File: config.mk
export PLATFORM = sky130hd
export DESIGN_NAME = pcpi_dispatch
export DESIGN_NICKNAME = d
export VERILOG_FILES = /design/src/rtl/pcpi_pkg.sv /design/src/rtl/pcpi_resp_select.sv /design/src/rtl/pcpi_dispatch.sv
export SDC_FILE = /design/constraint.sdc
export NUM_CORES = 1
export LEC_CHECK = 0
export CAP_MARGIN = 10
export CORE_AREA = 3 3 147 149
export CTS_CLUSTER_DIAMETER = 150
export DETAILED_ROUTE_END_ITERATION = 6
export DIE_AREA = 0 0 150 152
export PLACE_DENSITY = 0.68
export REMOVE_ABC_BUFFERS = 1
export SKIP_LAST_GASP = 1
export SYNTH_ARGS = -nofsm -noshare
export SYNTH_HDL_FRONTEND = slang
export SYNTH_SLANG_ARGS = --single-unit
File: constraint.sdc
create_clock -name clk -period 1.8 [get_ports clk]
set_input_delay 0.27 -clock clk [delete_from_list [all_inputs] [get_ports clk]]
set_output_delay 0.27 -clock clk [all_outputs]
set_load 0.01 [all_outputs]
File: src/rtl/pcpi_pkg.sv
// Shared definitions for the PCPI dispatcher: FSM state encoding and the
// custom-instruction encodings the attached coprocessors decode.
package pcpi_pkg;

  typedef enum logic [1:0] {
    ST_IDLE = 2'd0,
    ST_WAIT = 2'd1,
    ST_DONE = 2'd2
  } state_t;

  localparam logic [6:0] OPC_CUSTOM0   = 7'b000_1011;
  localparam logic [6:0] FUNCT7_APPROX = 7'b000_0001;

  // True when the word is a CUSTOM0 instruction carrying the approx-multiply funct7
  function automatic logic is_approx_insn(input logic [31:0] insn);
    return (insn[6:0] == OPC_CUSTOM0) && (insn[31:25] == FUNCT7_APPROX);
  endfunction

endpackage

File: src/rtl/pcpi_resp_select.sv
// Combinational priority picker over the slave ready strobes. The lowest
// ready index wins; its result and write enable are passed through, and
// the multi flag reports that more than one slave claimed the request.
module pcpi_resp_select #(
  parameter int N_SLAVES = 4
) (
  input  logic [N_SLAVES-1:0]    i_ready,
  input  logic [N_SLAVES-1:0]    i_wr,
  input  logic [32*N_SLAVES-1:0] i_rd,
  output logic                   o_any,
  output logic [31:0]            o_rd,
  output logic                   o_wr,
  output logic                   o_multi
);

  logic w_seen;

  assign o_any = |i_ready;

  // Walk from slave 0 upward: the first ready slave supplies the result, any later one flags a collision
  always_comb begin
    o_rd    = '0;
    o_wr    = 1'b0;
    o_multi = 1'b0;
    w_seen  = 1'b0;
    for (int i = 0; i < N_SLAVES; i++) begin
      if (i_ready[i]) begin
        if (!w_seen) begin
          o_rd = i_rd[32*i +: 32];
          o_wr = i_wr[i];
        end else begin
          o_multi = 1'b1;
        end
        w_seen = 1'b1;
      end
    end
  end

endmodule

File: src/rtl/pcpi_dispatch.sv
// PCPI dispatcher: registers one core request, broadcasts it to all
// coprocessor slaves, returns the first claiming slave's result as a
// single registered response, and gives up after a watchdog period in
// which no slave is either ready or asking for more time.
module pcpi_dispatch
  import pcpi_pkg::*;
#(
  parameter int N_SLAVES = 4,
  parameter int TIMEOUT  = 12
) (
  input  logic                   clk,
  input  logic                   resetn,
  input  logic                   pcpi_valid,
  input  logic [31:0]            pcpi_insn,
  input  logic [31:0]            pcpi_rs1,
  input  logic [31:0]            pcpi_rs2,
  output logic                   pcpi_wr,
  output logic [31:0]            pcpi_rd,
  output logic                   pcpi_wait,
  output logic                   pcpi_ready,
  output logic [N_SLAVES-1:0]    s_pcpi_valid,
  output logic [31:0]            s_pcpi_insn,
  output logic [31:0]            s_pcpi_rs1,
  output logic [31:0]            s_pcpi_rs2,
  input  logic [N_SLAVES-1:0]    s_pcpi_wr,
  input  logic [32*N_SLAVES-1:0] s_pcpi_rd,
  input  logic [N_SLAVES-1:0]    s_pcpi_wait,
  input  logic [N_SLAVES-1:0]    s_pcpi_ready,
  output logic                   err_timeout,
  output logic                   err_multi
);

  localparam int CNT_W = $clog2(TIMEOUT + 1);

  state_t             r_state;
  state_t             w_next;
  logic [CNT_W-1:0]   r_cnt;
  logic [CNT_W-1:0]   w_cnt_next;

  logic [31:0]        r_insn;
  logic [31:0]        r_rs1;
  logic [31:0]        r_rs2;
  logic [31:0]        r_rd;
  logic               r_wr;
  logic               r_ready;
  logic               r_wait;
  logic               r_err_timeout;
  logic               r_err_multi;

  logic               w_any_ready;
  logic [31:0]        w_sel_rd;
  logic               w_sel_wr;
  logic               w_multi;
  logic               w_any_wait;
  logic               w_respond;
  logic               w_timeout;

  assign w_any_wait = |s_pcpi_wait;

  pcpi_resp_select #(
    .N_SLAVES (N_SLAVES)
  ) u_resp_select (
    .i_ready (s_pcpi_ready),
    .i_wr    (s_pcpi_wr),
    .i_rd    (s_pcpi_rd),
    .o_any   (w_any_ready),
    .o_rd    (w_sel_rd),
    .o_wr    (w_sel_wr),
    .o_multi (w_multi)
  );

  // Next-state and watchdog logic; a core abort beats a slave response, which beats the watchdog
  always_comb begin
    w_next     = r_state;
    w_cnt_next = r_cnt;
    w_respond  = 1'b0;
    w_timeout  = 1'b0;
    case (r_state)
      ST_IDLE: begin
        w_cnt_next = '0;
        if (pcpi_valid) begin
          w_next = ST_WAIT;
        end
      end
      ST_WAIT: begin
        if (!pcpi_valid) begin
          w_next     = ST_IDLE;
          w_cnt_next = '0;
        end else if (w_any_ready) begin
          w_respond  = 1'b1;
          w_next     = ST_DONE;
          w_cnt_next = '0;
        end else if (w_any_wait) begin
          w_cnt_next = '0;
        end else if (r_cnt == CNT_W'(TIMEOUT)) begin
          w_timeout  = 1'b1;
          w_next     = ST_DONE;
          w_cnt_next = '0;
        end else begin
          w_cnt_next = r_cnt + CNT_W'(1);
        end
      end
      ST_DONE: begin
        w_cnt_next = '0;
        if (!pcpi_valid) begin
          w_next = ST_IDLE;
        end
      end
      default: begin
        w_next     = ST_IDLE;
        w_cnt_next = '0;
      end
    endcase
  end

  // State and watchdog counter registers
  always_ff @(posedge clk or negedge resetn) begin
    if (!resetn) begin
      r_state <= ST_IDLE;
      r_cnt   <= '0;
    end else begin
      r_state <= w_next;
      r_cnt   <= w_cnt_next;
    end
  end

  // Capture the core's operands once per request so slaves see a stable copy
  always_ff @(posedge clk or negedge resetn) begin
    if (!resetn) begin
      r_insn <= '0;
      r_rs1  <= '0;
      r_rs2  <= '0;
    end else if (r_state == ST_IDLE && pcpi_valid) begin
      r_insn <= pcpi_insn;
      r_rs1  <= pcpi_rs1;
      r_rs2  <= pcpi_rs2;
    end
  end

  // Registered response towards the core; strobes last one cycle, the result value is held
  always_ff @(posedge clk or negedge resetn) begin
    if (!resetn) begin
      r_rd          <= '0;
      r_wr          <= 1'b0;
      r_ready       <= 1'b0;
      r_wait        <= 1'b0;
      r_err_timeout <= 1'b0;
      r_err_multi   <= 1'b0;
    end else begin
      r_ready       <= w_respond;
      r_wr          <= w_respond & w_sel_wr;
      r_err_multi   <= w_respond & w_multi;
      r_err_timeout <= w_timeout;
      r_wait        <= (r_state == ST_WAIT) && (w_next == ST_WAIT) && w_any_wait;
      if (w_respond) begin
        r_rd <= w_sel_rd;
      end
    end
  end

  assign s_pcpi_valid = {N_SLAVES{r_state == ST_WAIT}};
  assign s_pcpi_insn  = r_insn;
  assign s_pcpi_rs1   = r_rs1;
  assign s_pcpi_rs2   = r_rs2;
  assign pcpi_rd      = r_rd;
  assign pcpi_wr      = r_wr;
  assign pcpi_ready   = r_ready;
  assign pcpi_wait    = r_wait;
  assign err_timeout  = r_err_timeout;
  assign err_multi    = r_err_multi;

endmodule

==> results_dict.tcl, run 1 <==
set metrics [dict create \
    status "complete, no violations" \
    required_ps 1530 \
    port-buffer-count 375 \
    powerDensity_nw_per_um2 1090 \
    r2r-end "s_pcpi_insn[23]" \
    dp_hpwl_um 18200 \
    coreArea_um2 20300 \
    crit_fanout 2 \
    synth_edf_count 0 \
    dieArea_um2 22800 \
    synth_top_area_share_pct 54.1 \
    drv_slew 0 \
    synth.distinct_cells 33 \
    overflow 0 \
    vias 5776 \
    crit_slowest_cell "clkdlybuf4s50_1" \
    synthTopCellsByArea "dfrtp_1, mux2_2, a21oi_1" \
    grt.total_usage_pct 19.9 \
    end_kind "output pin" \
    timing.slew.headroom_pct 69.3 \
    rr_startpoint "r_state[1]" \
    cp-start-kind "register" \
    worstPathArrival_ps 1370 \
    hold_class "primary input to asynchronous set/reset pin" \
    drt_iter0_drc 165 \
    grt_max_degree 52 \
    yosys_warnings 0 \
    nNetsFinal 1171 \
    synthArstFlopShare_pct 100 \
    cts_max_path_buffers 2 \
    ys_ff_latch 139 \
    start_util_pct 31.7 \
    avgSynthCellArea_um2 11.7 \
    cts_buffers 17 \
    critPathCapture "pcpi_rd[18]" \
    cp_cell_sequence "clkdlybuf4s50_1" \
    finalPower_w 0.0122 \
    fp.dieH_um 152 \
    rsz0062_at_grt "no" \
    grt_pass1_vias 5971 \
    holdWs_ps 375 \
    leakagePower_nw 4.58 \
    drc 0 \
    h-tree-depth 4 \
    fin_util_pct 55.4 \
    synth_most_common_cell "dfrtp_1" \
    ir_worst_vdd_mv 0.536 \
    wirelength_um 23300 \
    synth_common_cells "dfrtp_1, mux2_2, a21oi_1" \
    postRouteAntennaNets 0 \
    r2r_slack_ps 260 \
    setup_viol 0 \
    slowest_delay_ps 570 \
    syn_area_um2 6430 \
    crit_cells 1 \
    drt-vias-per-instance 4.76 \
    min_period_ps 1640 \
    cts_tree "yes" \
    cp_top_family "buffers and inverters" \
    worst-slew-pin-transition_ps 461 \
    cts_sinks 139 \
    path_buf_inv 1 \
    boundaryPins 376 \
    synth_cells 550 \
    antenna_found_initial 2 \
    syn_to_final_growth_pct 75.0 \
    fmax_mhz 608 \
    hold_violations 0 \
    std_cell_rows 52 \
    clock_latency_ps 410 \
    clkTransAtPathRegs_ps 60 \
    startpoint "pcpi_rd[18]" \
    fp.dieW_um 150 \
    firstDrtPassIters 4 \
    critical_path_class "register to output pin" \
    fin_skew_ps 8.33 \
    ys_seq_area_share_pct 54.1 \
    rr_worst_depth 5 \
    root_buffer "clkbuf_16" \
    synthFlopType "dfrtp_1" \
    drv_cap 0 \
    drive_gt1_share_pct 18.0 \
    period_share_pct 91.4 \
    synth.largest_area_cell "dfrtp_1" \
    drt-wirelength-per-cell_um 19.2 \
    cts_setup_buffers 0 \
    gp_congestion 0.808 \
    grt_pass1_wl_um 34800 \
]
==> cell usage in the layout (no fill, tap or decap), drive strengths merged, types with 2 or more instances in the layout <==
master and n:
buf 36, nor3 4, diode 2, clkinvlp 2
mux2 96, clkdlybuf4s50 368, nand3b 34, a22o 23
clkbuf 18, dlygate4sd2 4, a31oi 32, nor4 2
dfrtp 139, a221o 10, nor2 8, a21oi 66
ha 2, nand3 4, inv 39, clkinv 8
nand2 33
==> how the worst min path moves through the flow <==
stage | endpoint | depth (start not counted) | start | slack [ps]
2_1_floorplan | err_multi | 0 | resetn | -30
3_3_place_gp | s_pcpi_insn[4] | 1 | resetn | 250
3_5_place_dp | s_pcpi_rs1[1] | 1 | resetn | 250
4_1_cts | s_pcpi_rs1[1] | 2 | resetn | 370
5_1_grt | s_pcpi_insn[4] | 2 | resetn | 400
6_report | s_pcpi_insn[4] | 2 | resetn | 380
==> timing repair <==
action,in CTS,in global routing
resized for setup,5,0
hold endpoints to repair,42,0
hold buffers,1,0
setup endpoints to repair,4,0
==> where the power goes <==
group | internal (W) | leakage, nW | switching, W
combinational | 0.00277 | 2.68 | 0.00169
sequential | 0.00399 | 1.62 | 0.000463
clock | 0.00194 | 0.274 | 0.00138
total | 0.00870 | 4.58 | 0.00353
==> sequential cells by signal (all words and copies together), names as in the netlist <==
signal       cells
r_cnt            4
s_pcpi_insn     32
err_multi        1
pcpi_rd         32
pcpi_wr          1
s_pcpi_rs1      32
s_pcpi_rs2      32
pcpi_wait        1
pcpi_ready       1
r_state          2
err_timeout      1
==> cell type report <==
| class | count | area (um^2) |
|---|---|---|
| tap | 270 | 338 |
| sequential | 139 | 3480 |
| clock buffer | 18 | 439 |
| multi-input combinational | 326 | 2530 |
| fill | 1792 | 9050 |
| timing repair buffer | 409 | 4200 |
| inverter | 37 | 139 |
| antenna | 2 | 5.00 |
| clock inverter | 13 | 120 |
==> routing by layer <==
metal	global-route usage (%)	wire length [um]	vias up
li1	-	-	2723
met1	22.1	8820	2753
met2	35.8	11900	270
met3	6.94	2160	28
met4	5.40	402	2
met5	0	13	-
==> through the flow <==
stage | cell area (um^2) | std cells | TNS (ps) | setup slack [ps]
5_1_grt | 11200 | 1213 | 0 | 63.6
2_1_floorplan | 6140 | 502 | -174920 | -1770
6_report | 11200 | 1214 | 0 | 155
4_1_cts | 11200 | 1212 | 0 | 124
3_3_place_gp | 10700 | 1180 | -1680 | -163
3_5_place_dp | 10700 | 1180 | -1940 | -163
==> kinds of logic (layout without fill, tap and decap cells) <==
family	count (synthesis)	after routing	share of synthesized area, %
compound gates	134	134	13.3
xor+xnor	2	2	0.273
fa+ha+maj	3	3	0.545
buf+inv	85	477	6.66
flops	139	139	54.1
mux	96	96	16.8
other cells	0	2	0
simple gates	91	91	8.28
Power figures use the tool's default switching activity.
==> run 2: changes to the inputs <==
CORE_AREA = 3 3 145 147   (was 3 3 147 149)
DIE_AREA = 0 0 148 150   (was 0 0 150 152)
PLACE_DENSITY = 0.7   (was 0.68)
clock period = 2.05 ns   (was 1.8 ns; I/O delays follow)
==> run 2 against run 1 <==
- die area fell by 2.6%
- non-clock buffer count fell by 7
- register-to-register slack improved by 220 ps
- largest cell class unchanged
==> results_dict.tcl, run 2 (synthesized netlist as in run 1, its figures left out) <==
set metrics [dict create \
    status "complete, no violations" \
    grt_use_met3_pct 8.33 \
    boundaryPins 376 \
    drv_slew 0 \
    n_fill_cell 1799 \
    grt_pass1_wl_um 33600 \
    std_cell_rows 52 \
    grt_pass1_vias 5904 \
    crit_fanout 4 \
    required_ps 1740 \
    dp_hpwl_um 17300 \
    finalPower_w 0.0111 \
    drc 0 \
    timing.slew.headroom_pct 61.4 \
    cts_buffers 17 \
    end_kind "output pin" \
    fp.dieH_um 150 \
    pre_cts_ws_ps 40.0 \
    drive_gt1_share_pct 17.4 \
    setup_viol 0 \
    cp-start-kind "register" \
    path_buf_inv 2 \
    ir_worst_vdd_mv 0.521 \
    cp_cell_sequence "inv_1 -> nor2_2 -> clkdlybuf4s50_1" \
    layout_commonest_cell "clkdlybuf4s50_1" \
    clock_latency_ps 410 \
    crit_slowest_cell "clkdlybuf4s50_1" \
    critical_path_class "register to output pin" \
    hold_class "primary input to register" \
    root_buffer "clkbuf_16" \
    antenna_found_initial 1 \
    grt_max_degree 62 \
    start_util_pct 32.1 \
    multi_input_area_um2 2530 \
    wirelength_um 22300 \
    holdPathStages 3 \
    slowest_delay_ps 560 \
    worst-slew-pin-transition_ps 579 \
    dieArea_um2 22200 \
    startpoint "r_state[0]" \
    grt.total_usage_pct 19.5 \
    cts_max_path_buffers 2 \
    grtUsageMet2_pct 34.6 \
    overflow 0 \
    nNetsFinal 1164 \
    fin_skew_ps 4.40 \
    syn_to_final_growth_pct 74.7 \
    cts_tree "yes" \
    hold_violations 0 \
    period_share_pct 91.8 \
    powerDensity_nw_per_um2 990 \
    crit_cells 3 \
    rr_startpoint "r_state[1]" \
    drt_iter0_drc 162 \
    drt-wirelength-per-cell_um 18.5 \
    setup_ws_ps 169 \
    coreArea_um2 20000 \
    gp_congestion 0.806 \
    leakagePower_nw 4.56 \
    tns_ps 0 \
    final_cell_mix "clkdlybuf4s50_1, dfrtp_1, mux2_2" \
    layout.area.seq_um2 3480 \
    grtUsageMet1_pct 21.3 \
    vias 5811 \
    design_area_um2 11200 \
    cts_sinks 139 \
    fmax_mhz 532 \
    cp_top_family "buffers and inverters" \
    port-buffer-count 375 \
    postRouteAntennaNets 0 \
    diodes 0 \
    drt-vias-per-instance 4.82 \
    rr_worst_depth 5 \
    rsz0062_at_grt "no" \
    worstPathArrival_ps 1570 \
    min_period_ps 1880 \
    fp.dieW_um 148 \
    grt_busiest_layer "met2" \
    firstDrtPassIters 4 \
    min_from "s_pcpi_ready[1]" \
    h-tree-depth 4 \
    drv_cap 0 \
    clkTransAtPathRegs_ps 60 \
    numPlacedInstances 1172 \
    final_cells 1206 \
    postPlaceCellArea_um2 10600 \
]
run 2: power breakdown:
group | internal [W] | total [W] | switching, W
clock | 0.00207 | 0.00332 | 0.00125
sequential | 0.00350 | 0.00390 | 0.000398
combinational | 0.00242 | 0.00390 | 0.00148
total | 0.00799 | 0.0111 | 0.00313
run 2: cell type report:
| cell class | instances | area share [%] |
|---|---|---|
| clock buffers | 18 | 3.82 |
| clock inverters | 14 | 1.87 |
| inverters | 37 | 1.24 |
| multi-input cells | 326 | 22.5 |
| flip-flops and latches | 139 | 31.0 |
| well taps | 270 | 3.01 |
| repair buffers | 402 | 36.5 |
run 2: what timing repair did:
item / CTS / global route
buffers inserted: 0 / 1
gates resized for setup: 1 / 1
endpoints found under the setup margin: 4 / 4
hold buffers: 1 / 0
endpoints found under the hold margin: 55 / 0
run 2: path summary, 6_finish.rpt:
check / to / slack (ps)
hold reg to reg: s_pcpi_insn[13] / 500
setup / recovery: s_pcpi_valid[3] / 170
min in group asynchronous: s_pcpi_rs2[29] / 450
setup reg to reg: s_pcpi_rs1[30] / 480
max in group asynchronous: pcpi_rd[28] / 970
hold / removal: err_multi / 330
run 2: metal layers:
layer	vias up	wire length (um)
met5	-	13
met4	2	404
met3	27	2290
met2	278	11400
met1	2792	8190
li1	2712	-
run 2: stage by stage:
stage	hold slack (ps)	util, %
2_1_floorplan	11.9	-
3_3_place_gp	333	52.7
3_5_place_dp	331	52.7
4_1_cts	327	56.0
5_1_grt	354	56.0
6_report	329	56.0
run 2: worst min-delay path, cell delays in order:
cell,delay [ps]
buf_2,190
nor2_1,130
nor3_1,60
==> run 3: changes to the inputs <==
HOLD_SLACK_MARGIN = 0.06   (was not set)
REMOVE_ABC_BUFFERS = not set   (was 1)
==> run 3 against run 2 <==
- clock power barely moved
- global-route usage fell by 1.0 points
- critical path type unchanged
- maximum frequency is 1.9% lower
- combinational power is essentially flat
- clock skew increased by 3.3 ps
- critical endpoint is now s_pcpi_valid[2]
- worst setup slack got worse by 37 ps
- first-iteration DRC count grew 2.5%
- critical path depth is the same
- cell area is essentially flat
- flip-flop and latch count unchanged
- cell count about the same
- non-clock buffer count unchanged
==> results_dict.tcl, run 3 (synthesized netlist as in run 1, its figures left out) <==
set metrics [dict create \
    status "complete, no violations" \
    drive_gt1_share_pct 17.3 \
    dp_hpwl_um 16600 \
    diodes 0 \
    start_util_pct 32.1 \
    rsz0062_at_grt "no" \
    synth_nets 791 \
    r2r_slack_ps 470 \
    syn_to_final_growth_pct 74.6 \
    cts_sinks 139 \
    overflow 0 \
    cts_tree "yes" \
    critical_path_class "register to output pin" \
    rr_worst_depth 5 \
    final_cells 1205 \
    firstDrtPassIters 4 \
    vias 5697 \
    numPlacedInstances 1172 \
    r2r-end "s_pcpi_rs2[2]" \
    min_to "err_multi" \
    h-tree-depth 4 \
    min_from "s_pcpi_ready[1]" \
    port-buffer-count 375 \
    design_area_um2 11200 \
    fmax_mhz 521 \
    fp.dieH_um 150 \
    cts_buffers 17 \
    powerDensity_nw_per_um2 989 \
    grt.total_usage_pct 18.5 \
    drv_cap 0 \
    end_kind "output pin" \
    postPlaceCellArea_um2 10600 \
    leakagePower_nw 4.55 \
    worst-slew-pin-transition_ps 564 \
    cts_resized 0 \
    crit_fanout 5 \
    final_cell_mix "clkdlybuf4s50_1, dfrtp_1, mux2_2" \
    hold_class "primary input to register" \
    postRouteAntennaNets 0 \
    drt-wirelength-per-cell_um 17.7 \
    fin_skew_ps 7.72 \
    rr_startpoint "r_state[1]" \
    coreArea_um2 20000 \
    drv_slew 0 \
    setup_viol 0 \
    tns_ps 0 \
    fp.dieW_um 148 \
    grt_max_degree 67 \
    root_buffer "clkbuf_16" \
    antenna_found_initial 1 \
    drc 0 \
    clkTransAtPathRegs_ps 60 \
    layout_commonest_cell "clkdlybuf4s50_1" \
    hold_violations 0 \
    drt-vias-per-instance 4.73 \
    wirelength_um 21300 \
    cp-start-kind "register" \
    nNetsFinal 1164 \
    min_period_ps 1920 \
    grt_pass1_wl_um 31900 \
    drt_iter0_drc 166 \
    ir_worst_vdd_mv 0.531 \
    grt_pass1_vias 5721 \
    worstPathArrival_ps 1610 \
    clock_latency_ps 410 \
    gp_congestion 0.826 \
    dieArea_um2 22200 \
    holdPathStages 3 \
    cts_max_path_buffers 2 \
    boundaryPins 376 \
    std_cell_rows 52 \
    period_share_pct 93.5 \
    timing.slew.headroom_pct 62.4 \
    required_ps 1740 \
]
[run 3: how the worst max path moves through the flow]
stage / startpoint / to / depth (start not counted)
2_1_floorplan: r_state[1] / s_pcpi_insn[30] / 5
3_3_place_gp: pcpi_valid / s_pcpi_rs2[16] / 6
3_5_place_dp: pcpi_valid / s_pcpi_rs2[2] / 6
4_1_cts: r_state[1] / s_pcpi_valid[2] / 3
5_1_grt: r_state[0] / s_pcpi_valid[3] / 4
6_report: r_state[1] / s_pcpi_valid[2] / 3
[run 3: power breakdown]
group | total, W | internal [W] | switching [W]
logic | 0.00389 | 0.00242 | 0.00147
clock network | 0.00332 | 0.00207 | 0.00125
registers | 0.00388 | 0.00350 | 0.000381
total | 0.0111 | 0.00799 | 0.00310
[run 3: stage by stage]
step,utilization [%],power (W),setup WS [ps],hold WS (ps)
2_1_floorplan,-,0.00536,516,11.9
3_3_place_gp,52.7,0.00782,143,202
3_5_place_dp,52.7,0.00787,113,201
4_1_cts,56.0,0.0113,86.4,241
5_1_grt,56.0,0.0117,15.6,255
6_report,56.0,0.0111,132,260
[run 3: repair_timing]
item / CTS / global route
endpoints found under the hold margin: 26 / 0
setup buffers: 1 / 0
setup endpoints to repair: 4 / 0
hold buffers: 1 / 0
[run 3: layout make-up]
| type | count | area, um^2 |
|---|---|---|
| Clock buffer | 17 | 425 |
| Clock inverter | 14 | 211 |
| Fill cell | 1774 | 8820 |
| Inverter | 37 | 139 |
| Multi-Input combinational cell | 326 | 2530 |
| Sequential cell | 139 | 3480 |
| Tap cell | 270 | 338 |
| Timing Repair Buffer | 402 | 4100 |
[run 3: routing by layer]
layer / global-route usage (%) / vias up / part of all wire, % / wire [um]
li1: - / 2704 / - / -
met1: 21.7 / 2729 / 40 / 8440
met2: 31.2 / 243 / 49 / 10400
met3: 7.57 / 19 / 9.6 / 2040
met4: 5.27 / 2 / 1.8 / 392
met5: 0 / - / 0.061 / 13
[run 3: worst max-delay path, stage by stage, from the launching register on]
cell             delay [ps]
dfrtp_1                 400
nor2_1                  110
buf_4                   150
clkdlybuf4s50_1         540
